$ cat src/rtl/matrix_loader.sv
// ---------------------------------------------------------------------------
// matrix_loader
//
// Purpose:
//   Accepts a DIM x DIM matrix as a row-major stream with a valid/ready
//   handshake. Each element is written into the compute datapath's matrix
//   memory one cycle after it is accepted. Once the last write is committed,
//   the block sends a one-cycle go_o pulse to the even-product control unit.
//   It then waits for a fresh rising edge of calc_done before returning to
//   idle.
//
// Ports:
//   clk        in   single clock, rising edge
//   reset_n    in   synchronous active-low reset
//   start      in   begin loading a new frame (honoured only in IDLE)
//   in_valid   in   upstream element valid
//   in_data    in   upstream element value [DATA_W]
//   in_ready   out  element accepted this cycle (high only in LOAD)
//   mem_we     out  matrix memory write strobe
//   mem_addr   out  write address {row, col} [ADDR_W]
//   mem_wdata  out  write data [DATA_W]
//   go_o       out  one-cycle start pulse to the control unit
//   calc_done  in   done level from the control unit
//   busy       out  high in any state other than IDLE
//   even_cnt   out  (MATRIX_LOADER_EVEN_CNT_EN only) number of accepted
//                   elements with an even value in the current frame
//
// Configuration macro: MATRIX_LOADER_EVEN_CNT_EN
// ---------------------------------------------------------------------------
module matrix_loader #(
  parameter int DATA_W = 8,
  parameter int DIM    = 16,
  parameter int ADDR_W = 2 * $clog2(DIM)
) (
  input  logic              clk,
  input  logic              reset_n,
  input  logic              start,
  input  logic              in_valid,
  input  logic [DATA_W-1:0] in_data,
  output logic              in_ready,
  output logic              mem_we,
  output logic [ADDR_W-1:0] mem_addr,
  output logic [DATA_W-1:0] mem_wdata,
  output logic              go_o,
  input  logic              calc_done,
`ifdef MATRIX_LOADER_EVEN_CNT_EN
  output logic [ADDR_W:0]   even_cnt,
`endif
  output logic              busy
);

  localparam int            CW       = ADDR_W / 2;
  localparam logic [CW-1:0] CNT_LAST = CW'(DIM - 1);
  localparam logic [CW-1:0] CNT_ONE  = CW'(1'b1);

  typedef enum logic [2:0] {
    ST_IDLE  = 3'd0,
    ST_LOAD  = 3'd1,
    ST_FLUSH = 3'd2,
    ST_KICK  = 3'd3,
    ST_WAIT  = 3'd4
  } state_t;

  state_t            r_state;
  logic [CW-1:0]     r_row;
  logic [CW-1:0]     r_col;
  logic              r_in_ready;
  logic              r_mem_we;
  logic [ADDR_W-1:0] r_mem_addr;
  logic [DATA_W-1:0] r_mem_wdata;
  logic              r_go;
  logic              r_busy;
  logic              r_calc_prev;

  logic w_xfer;
  logic w_last;
  logic w_calc_rise;

  // r_in_ready is high exactly while in LOAD, so it doubles as the state qualifier.
  assign w_xfer      = in_valid & r_in_ready;
  assign w_last      = (r_row == CNT_LAST) && (r_col == CNT_LAST);
  // Release from WAIT requires a 0->1 transition, so a stale done level is ignored.
  assign w_calc_rise = calc_done & ~r_calc_prev;

  assign in_ready  = r_in_ready;
  assign mem_we    = r_mem_we;
  assign mem_addr  = r_mem_addr;
  assign mem_wdata = r_mem_wdata;
  assign go_o      = r_go;
  assign busy      = r_busy;

  // Loader FSM with its counters and all registered outputs.
  always_ff @(posedge clk) begin
    if (!reset_n) begin
      r_state     <= ST_IDLE;
      r_row       <= '0;
      r_col       <= '0;
      r_in_ready  <= 1'b0;
      r_mem_we    <= 1'b0;
      r_mem_addr  <= '0;
      r_mem_wdata <= '0;
      r_go        <= 1'b0;
      r_busy      <= 1'b0;
      r_calc_prev <= 1'b0;
    end else begin
      r_calc_prev <= calc_done;
      r_mem_we    <= 1'b0;
      r_go        <= 1'b0;
      case (r_state)
        ST_IDLE: begin
          if (start) begin
            r_state    <= ST_LOAD;
            r_row      <= '0;
            r_col      <= '0;
            r_in_ready <= 1'b1;
            r_busy     <= 1'b1;
          end
        end
        ST_LOAD: begin
          if (w_xfer) begin
            r_mem_we    <= 1'b1;
            r_mem_addr  <= {r_row, r_col};
            r_mem_wdata <= in_data;
            // Counters stop at the last element; they are cleared on the next start.
            if (w_last) begin
              r_state    <= ST_FLUSH;
              r_in_ready <= 1'b0;
            end else if (r_col == CNT_LAST) begin
              r_col <= '0;
              r_row <= r_row + CNT_ONE;
            end else begin
              r_col <= r_col + CNT_ONE;
            end
          end
        end
        ST_FLUSH: begin
          // The final write is on the memory port this cycle; kick next cycle.
          r_state <= ST_KICK;
          r_go    <= 1'b1;
        end
        ST_KICK: begin
          r_state <= ST_WAIT;
        end
        ST_WAIT: begin
          if (w_calc_rise) begin
            r_state <= ST_IDLE;
            r_busy  <= 1'b0;
          end
        end
        default: begin
          r_state    <= ST_IDLE;
          r_in_ready <= 1'b0;
          r_busy     <= 1'b0;
        end
      endcase
    end
  end

`ifdef MATRIX_LOADER_EVEN_CNT_EN
  logic [ADDR_W:0] r_even_cnt;

  assign even_cnt = r_even_cnt;

  // Count accepted even-valued elements; the value freezes once LOAD is left.
  always_ff @(posedge clk) begin
    if (!reset_n) begin
      r_even_cnt <= '0;
    end else if ((r_state == ST_IDLE) && start) begin
      r_even_cnt <= '0;
    end else if (w_xfer && !in_data[0]) begin
      r_even_cnt <= r_even_cnt + (ADDR_W + 1)'(1'b1);
    end
  end
`endif

endmodule

$ cat config.mk
export PLATFORM = sky130hd
export DESIGN_NAME = matrix_loader
export DESIGN_NICKNAME = d
export VERILOG_FILES = /design/src/rtl/matrix_loader.sv
export SDC_FILE = /design/constraint.sdc
export NUM_CORES = 1
export LEC_CHECK = 0
export CORE_MARGIN = 2
export CORE_UTILIZATION = 52
export DETAILED_ROUTE_END_ITERATION = 12
export GPL_TIMING_DRIVEN = 1
export HOLD_SLACK_MARGIN = 0.05
export PLACE_DENSITY = 0.83
export SLEW_MARGIN = 20
export SYNTH_ARGS = -nofsm -noshare
export SYNTH_HDL_FRONTEND = slang
export SYNTH_SLANG_ARGS = --single-unit
$ cat constraint.sdc
create_clock -name clk -period 2.3 [get_ports clk]
set_input_delay 0.23 -clock clk [delete_from_list [all_inputs] [get_ports clk]]
set_output_delay 0.23 -clock clk [all_outputs]
set_load 0.02 [all_outputs]
==> results.txt <==
----------------------------------------------------
[Route]
  Ratio of routed vias to standard cells ... 5.59
  Violation count after the first detailed-route iteration ... 45
  Count of antenna-violating nets left after detailed routing ... 0
  Avg WL per Cell ... ~13 um
  Total wire length after detailed routing ... 3030 um
  Final routed DRC violation total ... 0
  Via count ... 1257
  First-pass iteration count of the detailed router ... 4

[Setup path]
  Worst setup path category ... register to register
  Crit end category ... register
  Worst Path Max Fanout ... 6
  Required @ worst endpoint ... ~2.5 ns
  WP data arrival ... 1.89 ns
  Startpoint kind of the worst setup timing path ... register
  Slowest stage cell on the critical path ... sky130_fd_sc_hd__dfxtp_1
  CP cell instances ... ha_1, nand3_4, a211oi_1, nand3b_1, and3_1
  CP peak stage delay ... approximately 0.46 ns

[Clock network]
  CTS clock-pin slew for the worst setup and hold paths ... approximately 0.09 ns
  Number of sinks handled by clock tree synthesis ... 32
  Worst skew pair latency ... approximately 0.32 ns
  Clock tree root buffer cell ... sky130_fd_sc_hd__clkbuf_4
  Hold_buf cts ... 0
  Post-CTS Setup Inserts ... 0
  CTS-repair resized insts ... 0
  TritonCTS clock tree ... yes
  TritonCTS buffer count ... 5
  Maximum buffer depth of the clock tree ... 2
  Number of levels the H-tree was split into ... 2

[Logic synthesis]
  Net count of the mapped netlist ... 176
  Number of synthesis warnings ... 0
  Area share of the leading cell type in the synthesized netlist ... 45.6%
  Sequential share of the synthesized area ... ~46%
  Distinct cell type count after synthesis ... 39
  Summed instance area of the synthesized netlist ... 1410 um2
  Dominant cell by count in the synthesized netlist ... sky130_fd_sc_hd__nand2_1
  Mean Syn Cell Area ... 8.73 um2
  Area contributors post-synth ... sky130_fd_sc_hd__dfxtp_1 46%, sky130_fd_sc_hd__nand2_1 10%, sky130_fd_sc_hd__a21oi_1 8.2%
  Number of enable flip-flop cells after synthesis ... 0
  Library cell with the largest summed area after synthesis ... sky130_fd_sc_hd__dfxtp_1
  Total of flip-flops plus latches after synthesis ... 32
  Leading cell types by count after synthesis ... 39 x sky130_fd_sc_hd__nand2_1, 32 x sky130_fd_sc_hd__dfxtp_1, 23 x sky130_fd_sc_hd__a21oi_1
  Synth Flop Type ... sky130_fd_sc_hd__dfxtp_1
  Fraction of synthesis flops using an asynchronous set or reset pin ... 0%
  Cell count after synthesis ... approximately 160

[Place]
  Worst slack after detailed placement ... 0.430 ns
  Number of buffers inserted by port buffering ... 32
  Standard cell area after detailed placement ... 1720 um2
  Hpwl dp ... 2240 um
  Placer Congestion ... slightly above 0.8

[Global routing]
  Via count of the first global-routing pass ... 1218
  Antenna violations before repair ... 0
  Global-route wire length before repair ... 5330 um
  Largest net degree at the start of global routing ... 12
  Global route overflow ... 0
  Overall fraction of global-route tracks in use ... 21.3%

[STA]
  Actual slew at the worst max-slew pin ... 0.336 ns
  Share of the clock period used by the worst path after layout ... 72.3%
  Total of endpoints with negative setup slack in the final report ... 0
  Final hold slack ... 0.446 ns
  RSZ-0062 raised after global routing ... no
  Relative slew slack ... between 70 and 80%
  Max Clock Freq ... 601 MHz
  Clock period minus final worst setup slack ... 1.66 ns
  Number of max-slew violations in the final report ... 0
  Summed negative setup slack over all endpoints ... 0 ns
  Final setup skew ... 0.00182 ns
  Worst Slack Setup Final ... ~0.64 ns
  Final hold viol count ... 0

[Finish]
  Layout Area Growth over Synthesis ... 25.5%
  Number of antenna cells inserted ... 0
  Nets@finish ... between 200 and 250
  Area of all placed cells without fillers ... 1760 um2
  Fraction of final layout cells sized beyond drive strength 1 ... 7.69%

[Power and ir drop]
  Peak ir drop on the vdd network ... 441 uV
  Power per cell area ... between 500 and 600 nW/um2
  Final Total Pwr ... 967 uW
  Reported leakage power ... 0.000615 uW

[Die]
  Area enclosed by the die boundary ... 3130 um2
  Core Box Area ... between 2000 and 3000 um2
  Starting density of the core ... around 56%
  Die X-Extent ... 56.0 um
  Number of primary I/O pins ... 33
  Die boundary height ... ~56 um
  Placement row count ... 18

[Job]
  Max capacitance violation total ... 0

[Status]
  Result of the run ... finished clean

[Hold path]
  Type of the worst min-delay path ... primary input to register

----------------------------------------------------
==> registers in the layout, summed over array words and instances (netlist names) <==
signal / count
mem_we: 1
busy: 1
r_row: 4
r_col: 4
mem_addr: 8
r_calc_prev: 1
r_state: 3
go_o: 1
in_ready: 1
mem_wdata: 8
==> critical path, delay by kind of cell, from the launching register on <==
family | cells | cell delay, ns
compound gates | 1 | 0.31
simple gates | 3 | 0.49
fa+ha+maj | 1 | 0.31
flops | 1 | 0.46
==> worst paths after layout <==
| check | depth (start not counted) | endpoint | from | slack [ns] |
|---|---|---|---|---|
| max | 5 | in_ready | r_col[0] | 0.64 |
| min | 3 | mem_wdata[1] | in_data[1] | 0.45 |
| max reg2reg | 5 | in_ready | r_col[0] | 0.64 |
| min reg2reg | 2 | mem_addr[0] | mem_addr[0] | 0.46 |
==> report_power, final <==
part / internal (uW) / switching (uW)
registers: 564 / 11.7
logic: 50.9 / 52.2
clock network: 112 / 176
total: 727 / 240
==> metal layers <==
layer  global-route usage [%]  routed length [um]  vias to the layer above
met5                        0                   0                        -
met4                     9.18                  31                        0
met3                     5.12                 173                        6
met2                     35.1                1510                       36
met1                     26.5                1310                      587
li1                         -                   -                      628
==> layout by cell type, fill, tap and decap left out, types with 2 or more instances in the layout <==
cell and instances:
sky130_fd_sc_hd__a211oi_1 2, sky130_fd_sc_hd__nand2b_1 3, sky130_fd_sc_hd__clkdlybuf4s50_1 32, sky130_fd_sc_hd__a21oi_1 23
sky130_fd_sc_hd__o211ai_1 2, sky130_fd_sc_hd__ha_1 2, sky130_fd_sc_hd__o21a_1 2, sky130_fd_sc_hd__inv_1 4
sky130_fd_sc_hd__nand3b_1 3, sky130_fd_sc_hd__nand2_1 39, sky130_fd_sc_hd__and3_1 2, sky130_fd_sc_hd__nor3_1 2
sky130_fd_sc_hd__o21ai_0 7, sky130_fd_sc_hd__buf_4 3, sky130_fd_sc_hd__nor2_1 5, sky130_fd_sc_hd__a21boi_0 2
sky130_fd_sc_hd__clkbuf_4 5, sky130_fd_sc_hd__dfxtp_1 32, sky130_fd_sc_hd__nand3_1 4
==> per-stage QoR <==
stage          utilization, %  std cells
5_1_grt                  69.9        225
2_1_floorplan               -        161
3_5_place_dp             68.1        218
3_3_place_gp             68.1        218
6_report                 69.9        225
4_1_cts                  69.9        225
==> final cells by class <==
class | instances | area, um2
Timing Repair Buffer | 35 | 343
Sequential cell | 32 | 641
Clock buffer | 6 | 41.3
Multi-Input combinational cell | 116 | 677
Clock inverter | 1 | 5.00
Inverter | 5 | 18.8
Fill cell | 215 | 759
Tap cell | 30 | 37.5
==> kinds of logic (layout without fill, tap and decap cells) <==
kind of cell | after synthesis | in the layout | synth area share, %
AO/OA/AOI/OAI | 47 | 47 | 21.0
adder cells (fa/ha/maj) | 2 | 2 | 1.78
flip-flops | 32 | 32 | 45.6
AND/OR/NAND/NOR | 67 | 67 | 25.4
buffers and inverters | 13 | 47 | 6.23
Power figures use the tool's default switching activity.
==> edit, RTL diff (same settings) <==
The parameter `DATA_W` goes from 8 to 7.
--- a/src/rtl/matrix_loader.sv
+++ b/src/rtl/matrix_loader.sv
@@ -28,7 +28,7 @@
 // Configuration macro: MATRIX_LOADER_EVEN_CNT_EN
 // ---------------------------------------------------------------------------
 module matrix_loader #(
-  parameter int DATA_W = 8,
+  parameter int DATA_W = 7,
   parameter int DIM    = 16,
   parameter int ADDR_W = 2 * $clog2(DIM)
 ) (
Interface: changed (resized in_data and mem_wdata); port bits go from 33 to 31. No check against the original RTL was run, so the function may have changed too.
==> edit against the unedited design <==
  * Sequential cell count decreased by 1
  * Hold slack improved by 0.038 ns
  * Sequential power fell by 2%
  * Final area rose by 2.3%
  * Area after synthesis rose by 0.80%
  * Total power rose by 7.2%
  * Clock skew grew 0.011 ns
  * Via count down 5.0%
  * Core utilization increased by 1.6 points
  * Sequential share of layout area is 1.9 points lower
  * Worst setup slack got worse by 0.15 ns
  * Wire length up 1.0%
  * Largest power group unchanged
==> edit: results (changes against the unedited design) <==
{| class="wikitable"
! Metric !! Value
|-
| Static leakage power || 0.000602 µW (-2.2%)
|-
| Largest net degree at the start of global routing || 34 (+22)
|-
| Syn nets || 165 (-6.3%)
|-
| Clock transition at the registers of the reported paths || 0.09 ns (about the same)
|-
| Max FFs per register || 8
|-
| Number of nets in the layout || 197 (-6.2%)
|-
| Part of the Yosys area used for sequential elements || 43.8% (-1.8 points)
|-
| Number of library cell types mapped by synthesis || 38 (-2.6%)
|-
| Post-synthesis share of cell area spent on xor and xnor gates || 0% (unchanged)
|-
| HPWL reported at the end of detailed placement || 2110 µm (-6.0%)
|-
| Warnings from Yosys || 0 (unchanged)
|-
| Final setup skew || 0.0125 ns (+0.0107 ns)
|-
| Number of global-route vias before repair || 1,184 (-2.8%)
|-
| TritonCTS Buffers || 5 (unchanged)
|-
| Final estimated routing congestion in global placement || 0.757 (-8.4%)
|-
| Overall routed net length || 3060 µm (+1.0%)
|-
| Fraction of synthesis flops using an asynchronous set or reset pin || 0% (unchanged)
|-
| Slowest cell on the critical path || dfxtp_1
|-
| Clock latency at the later pin of the worst-skew pair || 0.35 ns (+0.03 ns)
|-
| Overall track demand over capacity in global routing || 21.8% (+0.41 points)
|-
| Area contributors post-synth || dfxtp_1 44%, mux2i_1 11%, nor2b_1 8.8%, and3_1 2.7%, nor2_1 2.4%
|-
| Antenna violations before repair || 0 (unchanged)
|-
| Crit path max-delay family || simple AND/OR/NAND/NOR gates
|-
| Maximum vdd drop || 0.508 mV (+15%)
|-
| Data arrival time of the worst path || 2.09 ns (+0.20 ns)
|-
| Worst slew margin || 58.9% (-18 points)
|-
| First-pass iteration count of the detailed router || 6 (+2)
|-
| Root Buffer || clkbuf_4
|-
| Post-synthesis share of cell area spent on full adders, half adders and majority gates || 1.77% (-0.014 points)
|-
| Count of antenna diodes in the layout || 0 (unchanged)
|-
| Area fraction in compound gates after synthesis || 12.5% (-8.5 points)
|-
| Result of the run || finished, final reports clean
|-
| PostCTS Resize Cnt || 0 (unchanged)
|-
| Critical Path Max Stage Delay || 0.72 ns (+0.26 ns)
|-
| Setup repair bufs after CTS || 0 (unchanged)
|-
| First-pass GRT wire length || 5330 µm (-0.13%)
|-
| Iter 0 DRT Violations || 14 (-69%)
|-
| Number of cells in the design after placement || 206 (-5.5%)
|-
| Level count of the clock H-tree || 2 (unchanged)
|-
| Critical path fanouts, max || 21 (+15)
|-
| # port buffers || 30 (-6.3%)
|-
| WL/cell || 14.3 µm (+6.2%)
|-
| Fraction of final layout cells with drive strength greater than 1 || 7.61% (-0.084 points)
|-
| Synthesized instance count || 151 (-6.2%)
|-
| Share of synthesized area spent on multiplexers || 10.6% (+11 points)
|-
| Net load switching power || 255 µW (+6.6%)
|-
| Most numerous cell types in the synthesized netlist || 31 x dfxtp_1, 20 x nor2b_1, 15 x mux2i_1
|-
| Vias per cell || 5.58 (-0.13%)
|}
## edit: changes by cell type after synthesis, sizes merged, moves of 3 or more
cell | unedited run | this run
and3 | 2 | 6
nor2 | 6 | 9
mux2i | 0 | 15
nor2b | 1 | 20
a21oi | 23 | 5
clkbuf | 1 | 5
nand2 | 39 | 9
buf | 7 | 2
## edit: area by class of cell
cell class	count	area (µm²)
Multi-Input combinational cell	108	742
Sequential cell	31	621
Inverter	5	18.8
Clock buffer	8	68.8
Timing Repair Buffer	32	315
Fill cell	194	719
Tap cell	30	37.5
## edit: logic make-up after synthesis
family          Yosys count
fa+ha+maj                 2
flops                    31
mux                      15
buf+inv                  12
compound gates           26
simple gates             65
## edit: through the flow
step	setup slack [ns]	hold WS [ns]	area, µm²	power, µW
5_1_grt	0.365	0.508	1800	1070
3_5_place_dp	0.504	0.494	1730	681
4_1_cts	0.544	0.480	1800	1050
2_1_floorplan	0.716	0.352	1420	636
6_report	0.488	0.484	1800	1040
3_3_place_gp	0.575	0.484	1730	677
## edit: final timing paths
kind,startpoint,to,slack (ns),depth (start not counted)
worst max-delay path,r_state[0],r_row[3],0.49,4
worst min-delay path,calc_done,r_calc_prev,0.48,2
worst max register to register,r_state[0],r_row[3],0.49,4
worst min register to register,r_row[3],r_row[3],0.51,2
## edit: per-layer routing
metal  routed length (µm)  track usage (%)  vias up  share of wire [%]
li1                     -                -      602                  -
met3                  157             6.05        7                5.1
met1                 1360             25.3      553                 44
met2                 1470             34.8       32                 48
met4                   73             14.3        0                2.4
met5                    0                0        -                  0
## edit: worst reg2reg max path: stages, from the launching register on
cell       delay [ns]
dfxtp_1          0.72
nand4bb_1        0.37
nor4_1           0.42
a31oi_1          0.14
o21ai_1          0.09
## edit: power by group through the flow
stage	sequential (µW)	clock, µW	combinational [µW]
floorplan	574	0	62.3
global placement	575	0	102
detailed placement	576	0	105
CTS	564	376	105
global route	566	394	113
finish	564	367	105
